### config.mk
export PLATFORM = sky130hd
export DESIGN_NAME = msx_wait_gen_flat
export DESIGN_NICKNAME = d
export VERILOG_FILES = /design/src/rtl/msx_wait_gen_pkg.sv /design/src/rtl/msx_wait_gen_if.sv /design/src/rtl/msx_wait_gen.sv /design/src/flat_wrapper.sv
export SDC_FILE = /design/constraint.sdc
export NUM_CORES = 1
export LEC_CHECK = 0
export ABC_AREA = 1
export CORE_AREA = 2 2 39 41
export CTS_CLUSTER_DIAMETER = 200
export DETAILED_ROUTE_END_ITERATION = 12
export DIE_AREA = 0 0 41 43
export PLACE_DENSITY = 0.75
export SLEW_MARGIN = 10
export SYNTH_ARGS = -nofsm -noshare
export SYNTH_HDL_FRONTEND = slang
export SYNTH_SLANG_ARGS = --single-unit
export TNS_END_PERCENT = 30
### constraint.sdc
create_clock -name clk -period 2.15 [get_ports clk]
set_input_delay 0.215 -clock clk [delete_from_list [all_inputs] [get_ports clk]]
set_output_delay 0.215 -clock clk [all_outputs]
set_load 0.1 [all_outputs]
### src/rtl/msx_wait_gen_pkg.sv
// Shared types and default wait counts for the MSX wait-state generator.
package msx_wait_gen_pkg;

  typedef enum logic [1:0] {
    IDLE  = 2'd0,
    COUNT = 2'd1,
    EXT   = 2'd2,
    HOLD  = 2'd3
  } wait_state_t;

  localparam int DEF_M1_WAITS  = 1;
  localparam int DEF_MEM_WAITS = 0;
  localparam int DEF_IO_WAITS  = 0;
  localparam int DEF_CNT_W     = 4;
  localparam int DEF_TIMEOUT   = 255;

  // Interrupt acknowledge gets one extra wait, clamped to what the counter can hold.
  function automatic int sat_inc(input int value, input int max_value);
    return (value >= max_value) ? max_value : value + 1;
  endfunction

endpackage

### src/rtl/msx_wait_gen_if.sv
// CPU bus strobes, external wait request and wait-generator status outputs.
interface msx_wait_gen_if;
  import msx_wait_gen_pkg::*;

  logic m1;
  logic mreq;
  logic iorq;
  logic rd;
  logic wr;
  logic ext_wait_n;
  logic wait_n;
  logic busy;
  logic timeout_flag;

  modport master (
    output m1, mreq, iorq, rd, wr, ext_wait_n,
    input  wait_n, busy, timeout_flag
  );

  modport slave (
    input  m1, mreq, iorq, rd, wr, ext_wait_n,
    output wait_n, busy, timeout_flag
  );

endinterface

### src/rtl/msx_wait_gen.sv
// Z80 wait-state generator for MSX: per-cycle-type wait counts plus external wait.
// Optional macro WAIT_TIMEOUT_EN adds a TIMEOUT-tick limit on external wait.
module msx_wait_gen
  import msx_wait_gen_pkg::*;
#(
  parameter int M1_WAITS  = DEF_M1_WAITS,
  parameter int MEM_WAITS = DEF_MEM_WAITS,
  parameter int IO_WAITS  = DEF_IO_WAITS,
  parameter int CNT_W     = DEF_CNT_W,
  parameter int TIMEOUT   = DEF_TIMEOUT
) (
  input  logic           clk,
  input  logic           reset,
  input  logic           ce_3m58_p,
  msx_wait_gen_if.slave  bus
);

  localparam int CNT_MAX = (1 << CNT_W) - 1;
  localparam logic [CNT_W-1:0] M1_LOAD   = CNT_W'(M1_WAITS);
  localparam logic [CNT_W-1:0] MEM_LOAD  = CNT_W'(MEM_WAITS);
  localparam logic [CNT_W-1:0] IO_LOAD   = CNT_W'(IO_WAITS);
  localparam logic [CNT_W-1:0] INTA_LOAD = CNT_W'(sat_inc(M1_WAITS, CNT_MAX));

  wait_state_t      state, state_nx;
  logic [CNT_W-1:0] cnt, cnt_nx;
  logic [CNT_W-1:0] load_val;
  logic             strobe, strobe_prev, cycle_start;
  logic             wait_n_r;

  assign strobe      = bus.mreq | bus.iorq;
  assign cycle_start = strobe & ~strobe_prev;

  always_comb begin
    load_val = MEM_LOAD;
    if (bus.m1 && bus.iorq) load_val = INTA_LOAD;
    else if (bus.m1)        load_val = M1_LOAD;
    else if (bus.iorq)      load_val = IO_LOAD;
  end

`ifdef WAIT_TIMEOUT_EN
  localparam int TO_W = $clog2(TIMEOUT + 1);
  logic [TO_W-1:0] to_cnt;
  logic            to_reach, to_set, to_flag;

  assign to_reach = (to_cnt == TO_W'(TIMEOUT - 1));
`endif

  always_comb begin
    state_nx = state;
    cnt_nx   = cnt;
`ifdef WAIT_TIMEOUT_EN
    to_set   = 1'b0;
`endif
    if (ce_3m58_p) begin
      case (state)
        IDLE: begin
          if (cycle_start) begin
            cnt_nx = load_val;
            if (load_val != '0)       state_nx = COUNT;
            else if (!bus.ext_wait_n) state_nx = EXT;
            else                      state_nx = HOLD;
          end
        end
        COUNT: begin
          // A strobe that drops mid-wait means the CPU aborted the cycle.
          if (!strobe) begin
            state_nx = IDLE;
            cnt_nx   = '0;
          end else begin
            cnt_nx = cnt - CNT_W'(1);
            if (cnt <= CNT_W'(1)) state_nx = bus.ext_wait_n ? HOLD : EXT;
          end
        end
        EXT: begin
          if (!strobe) begin
            state_nx = IDLE;
          end
`ifdef WAIT_TIMEOUT_EN
          else if (to_reach) begin
            state_nx = HOLD;
            to_set   = 1'b1;
          end
`endif
          else if (bus.ext_wait_n) begin
            state_nx = HOLD;
          end
        end
        HOLD: begin
          if (!strobe) state_nx = IDLE;
        end
        default: state_nx = IDLE;
      endcase
    end
  end

  // wait_n is decoded from the next state so it changes on the same tick as the FSM.
  always_ff @(posedge clk) begin
    if (reset) begin
      state       <= IDLE;
      cnt         <= '0;
      strobe_prev <= 1'b0;
      wait_n_r    <= 1'b1;
    end else begin
      state <= state_nx;
      cnt   <= cnt_nx;
      if (ce_3m58_p) begin
        strobe_prev <= strobe;
        wait_n_r    <= !((state_nx == COUNT) || (state_nx == EXT));
      end
    end
  end

`ifdef WAIT_TIMEOUT_EN
  always_ff @(posedge clk) begin
    if (reset) begin
      to_cnt  <= '0;
      to_flag <= 1'b0;
    end else begin
      if (ce_3m58_p) begin
        to_cnt <= ((state == EXT) && (state_nx == EXT)) ? to_cnt + TO_W'(1) : '0;
      end
      if (to_set) to_flag <= 1'b1;
    end
  end

  assign bus.timeout_flag = to_flag;
`else
  assign bus.timeout_flag = 1'b0;
`endif

  assign bus.wait_n = wait_n_r;
  assign bus.busy   = (state != IDLE);

endmodule

### src/flat_wrapper.sv
// flat-port wrapper written by rule: the top's interface ports become plain ports
module msx_wait_gen_flat import msx_wait_gen_pkg::*;
#(
  parameter int M1_WAITS  = DEF_M1_WAITS,
  parameter int MEM_WAITS = DEF_MEM_WAITS,
  parameter int IO_WAITS  = DEF_IO_WAITS,
  parameter int CNT_W     = DEF_CNT_W,
  parameter int TIMEOUT   = DEF_TIMEOUT
)
  (clk, reset, ce_3m58_p, bus_m1, bus_mreq, bus_iorq, bus_rd, bus_wr, bus_ext_wait_n, bus_wait_n, bus_busy, bus_timeout_flag);
  msx_wait_gen_if bus_i ();
  input  logic clk;
  input  logic reset;
  input  logic ce_3m58_p;
  input wire logic [$bits(bus_i.m1)-1:0] bus_m1;
  input wire logic [$bits(bus_i.mreq)-1:0] bus_mreq;
  input wire logic [$bits(bus_i.iorq)-1:0] bus_iorq;
  input wire logic [$bits(bus_i.rd)-1:0] bus_rd;
  input wire logic [$bits(bus_i.wr)-1:0] bus_wr;
  input wire logic [$bits(bus_i.ext_wait_n)-1:0] bus_ext_wait_n;
  output wire logic [$bits(bus_i.wait_n)-1:0] bus_wait_n;
  output wire logic [$bits(bus_i.busy)-1:0] bus_busy;
  output wire logic [$bits(bus_i.timeout_flag)-1:0] bus_timeout_flag;
  assign bus_i.m1 = bus_m1;
  assign bus_i.mreq = bus_mreq;
  assign bus_i.iorq = bus_iorq;
  assign bus_i.rd = bus_rd;
  assign bus_i.wr = bus_wr;
  assign bus_i.ext_wait_n = bus_ext_wait_n;
  assign bus_wait_n = bus_i.wait_n;
  assign bus_busy = bus_i.busy;
  assign bus_timeout_flag = bus_i.timeout_flag;
  msx_wait_gen #(.M1_WAITS(M1_WAITS), .MEM_WAITS(MEM_WAITS), .IO_WAITS(IO_WAITS), .CNT_W(CNT_W), .TIMEOUT(TIMEOUT)) u_core (.clk(clk), .reset(reset), .ce_3m58_p(ce_3m58_p), .bus(bus_i));
endmodule
==> results.toml <==
[outcome]
run_status = "complete, no violations"

[global_routing]
groute.layer.met1.usage_pct = 16.3
grt_pass1_wl_um = 1810
grt_max_degree = 7
grt.met3_usage_pct = 9.42
grt_use_total_pct = 15.7
grt_antenna_before_repair = 0
overflow = 0
global_route.usage.met2_pct = 23.8
first_global_vias = 485
gr-max-usage-layer = "met2"

[logic_synthesis]
ys_seq_elements = 8
netlist_top_cells_count = "sky130_fd_sc_hd__nand2_1 (18), sky130_fd_sc_hd__inv_1 (12), sky130_fd_sc_hd__dfxtp_1 (8)"
netlist.area_leader.share_pct = 29.7
postSynth.asyncResetShare_pct = 0
syn_area_sq_um = 539
library_cell_occupying_the_most_area_in_the_post_synthesis_netlist = "sky130_fd_sc_hd__dfxtp_1"
synth-main-ff-cell = "sky130_fd_sc_hd__dfxtp_1"
synthesis.instances = 83
yosys_warnings = 0
syn_nets = 94
synth.top_cells.by_area = "sky130_fd_sc_hd__dfxtp_1 (30%), sky130_fd_sc_hd__nand2_1 (13%), sky130_fd_sc_hd__inv_1 (8.4%)"
avg_cell_area_syn_sq_um = 6.50
synth_most_common_cell = "sky130_fd_sc_hd__nand2_1"
yosys.cell_types.count = 21
ys_seq_area_share_pct = 29.7
synth-edff-count = 0

[sta]
setup_total_neg_slack_ns = 0
period_share_pct = 64.8
clock_skew_ns = 0.00838
report.final.hold_viol_count = 0
fin_hold_ws_ns = 0.490
post-route-min-period_ns = 1.39
unrepaired_setup_endpoints_after_global_routing = "false"
max_freq_mhz = 718
report.final.slew_viol_count = 0
report.final.setup_viol = 0

[worst_setup_path]
critical-path-top-cell-by-count = "sky130_fd_sc_hd__nand2_1"
timing.critical_path.to_type = "flip-flop"
arrival_ns = 1.54
critical_path.max_stage_delay_ns = 0.37
worst-r2r-cell-count = 10
crit_path_top_delay_cell = "sky130_fd_sc_hd__dfxtp_1"
cp_data_required_time_ns = 2.30
worstPathMaxFanout = 4
critPathKind = "flip-flop to flip-flop"
crit_chain = "inv_1, ha_1, nor2_1, o21ai_0, nand2_1, nand2_1, nand2_1, nand2_1, nand3_1, nand2_1"
rr_endpoint = "u_core.bus.wait_n"
timing.critical_path.from_type = "flip-flop"
setup.reg_to_reg.worst_slack_ns = 0.76
regToRegStartpoint = "u_core.cnt[0]"

[final_layout]
count_of_filler_cells_inserted_in_the_layout = 142
sequential_cell_area_sq_um = 160
diodes = 0
flow.area_growth_from_synthesis_pct = 20.4
multi_input_comb_area_sq_um = 312
post_route_cells_drive_above_1_share_pct = 22.6
fin_area_sq_um = 649
stdcell_count = 109
nets = 106

[die]
die_extent_in_x_um = 41
fp.dieH_um = 43
core_sq_mm = 0.00138
fp.dieArea_sq_mm = 0.00176
placement_rows = 14
initial_utilization_pct = 39.0
top_level_ports = 12

[power_and_ir_drop]
p_sw_share_pct = 38.0
share_clk_of_total_power_pct = 24.8
p_comb_share_pct = 37.3
power.leakage_nw = 0.305
power.ir.vdd_worst_uv = 460
cellInternalPower_w = 0.000282
p_sw_w = 0.000173
sequentialPowerShare_pct = 37.9
power-per-cell-area_mw_per_mm2 = 701

[drt]
wl_per_cell_um = 8.68
route.antenna.remaining_nets = 0
first_drt_pass_iteration_count = 2
vias_per_cell = 4.57
wirelength_um = 946
drt_first_iter_violations = 1
vias = 498
drc_errors = 0

[worst_hold_path]
hold_path.class = "flip-flop to flip-flop"
beginning_of_the_worst_hold_path = "u_core.bus.wait_n"
min_to = "u_core.bus.wait_n"
worstHoldPathCells = 2

[place]
placed_cells = 106
post_dp_cell_area_sq_um = 627
io_buffer_count = 8
place_hpwl_um = 803
finalWeightedCongestion = 0.750

[clock_network]
tritoncts.num_buffers = 3
cts.sinks = 8
clk_transition_reported_paths_ns = 0.06
cts_buffer_depth = 2
clk-insertion-delay-late_ns = 0.25
post_cts_resized = 0
cts.hold.buffers_added = 0
number_of_buffers_inserted_by_post_cts_setup_repair = 0
cts-root-buf = "sky130_fd_sc_hd__clkbuf_4"
cts_htree_levels = 1
cts_tree = "built"

[flow_run]
timing.max_cap.violations = 0
## sequential cells by signal, summed over array words and instances, names as in the netlist
name                flops
u_core.bus.wait_n       1
u_core.state            2
u_core.strobe_prev      1
u_core.cnt              4
## logic make-up after synthesis
logic type	after synthesis	share of synthesized area, %
buffers and inverters	17	12.5
AO/OA/AOI/OAI	14	16.7
flip-flops	8	29.7
other	1	0.695
AND/OR/NAND/NOR	41	35.7
adder cells (fa/ha/maj)	2	4.64
## worst max path at each step
stage                     cells past startpoint          start                 to  slack, ns
after floorplan                              10  u_core.cnt[0]  u_core.bus.wait_n       0.91
after global placement                        8       bus_iorq      u_core.cnt[1]       0.63
after detailed placement                      8       bus_iorq      u_core.cnt[0]       0.61
after CTS                                    10  u_core.cnt[0]  u_core.bus.wait_n       0.76
after global routing                         10  u_core.cnt[0]  u_core.bus.wait_n       0.59
final                                        10  u_core.cnt[0]  u_core.bus.wait_n       0.76
## power by group through the flow
| stage | Sequential (W) | Combinational, W | Clock (W) |
|---|---|---|---|
| finish | 0.000172 | 0.000170 | 0.000113 |
| global route | 0.000174 | 0.000192 | 0.000129 |
| CTS | 0.000172 | 0.000171 | 0.000119 |
| detailed placement | 0.000176 | 0.000170 | 0 |
| global placement | 0.000175 | 0.000168 | 0 |
| floorplan | 0.000188 | 0.000122 | 0 |
## cell type report
class                      count  share of cell area [%]
tap                           16                    3.08
multi-input combinational     58                    48.0
sequential                     8                    24.7
inverter                      16                    9.25
timing repair buffer           8                    11.6
clock buffer                   3                    3.47
## per-stage QoR
step / setup slack (ns) / power [W] / utilization [%]
2_1_floorplan: 0.905 / 0.000310 / -
3_3_place_gp: 0.628 / 0.000343 / 45.3
3_5_place_dp: 0.608 / 0.000346 / 45.3
4_1_cts: 0.756 / 0.000463 / 46.9
5_1_grt: 0.589 / 0.000496 / 46.9
6_report: 0.757 / 0.000455 / 46.9
## placed cells by master (no fill, tap or decap)
cell type	n
sky130_fd_sc_hd__a211oi_1	1
sky130_fd_sc_hd__a21oi_1	5
sky130_fd_sc_hd__a21oi_2	1
sky130_fd_sc_hd__a21oi_4	1
sky130_fd_sc_hd__buf_4	2
sky130_fd_sc_hd__clkbuf_4	3
sky130_fd_sc_hd__clkdlybuf4s50_1	6
sky130_fd_sc_hd__conb_1	1
sky130_fd_sc_hd__dfxtp_1	8
sky130_fd_sc_hd__ha_1	2
sky130_fd_sc_hd__inv_1	12
sky130_fd_sc_hd__inv_2	4
sky130_fd_sc_hd__nand2_1	18
sky130_fd_sc_hd__nand2_2	6
sky130_fd_sc_hd__nand3_1	2
sky130_fd_sc_hd__nand4_1	1
sky130_fd_sc_hd__nor2_1	7
sky130_fd_sc_hd__nor2_2	3
sky130_fd_sc_hd__nor2_4	1
sky130_fd_sc_hd__nor3_1	3
sky130_fd_sc_hd__o21ai_0	2
sky130_fd_sc_hd__o21ai_1	2
sky130_fd_sc_hd__o22ai_1	2
## routing by layer
metal,routed length [um],vias to the layer above
met4,9,0
met2,489,5
met3,41,2
met1,406,213
li1,-,278
met5,0,-
## critical path: cells and delay by family (launching register included)
kind,cells,cell delay (ns)
AOI/OAI and AO/OA,1,0.11
adders and majority gates,1,0.22
DFF,1,0.37
and+or+nand+nor,7,0.51
buffers and inverters,1,0.08
Note: power is estimated with default switching activity, not from simulation.
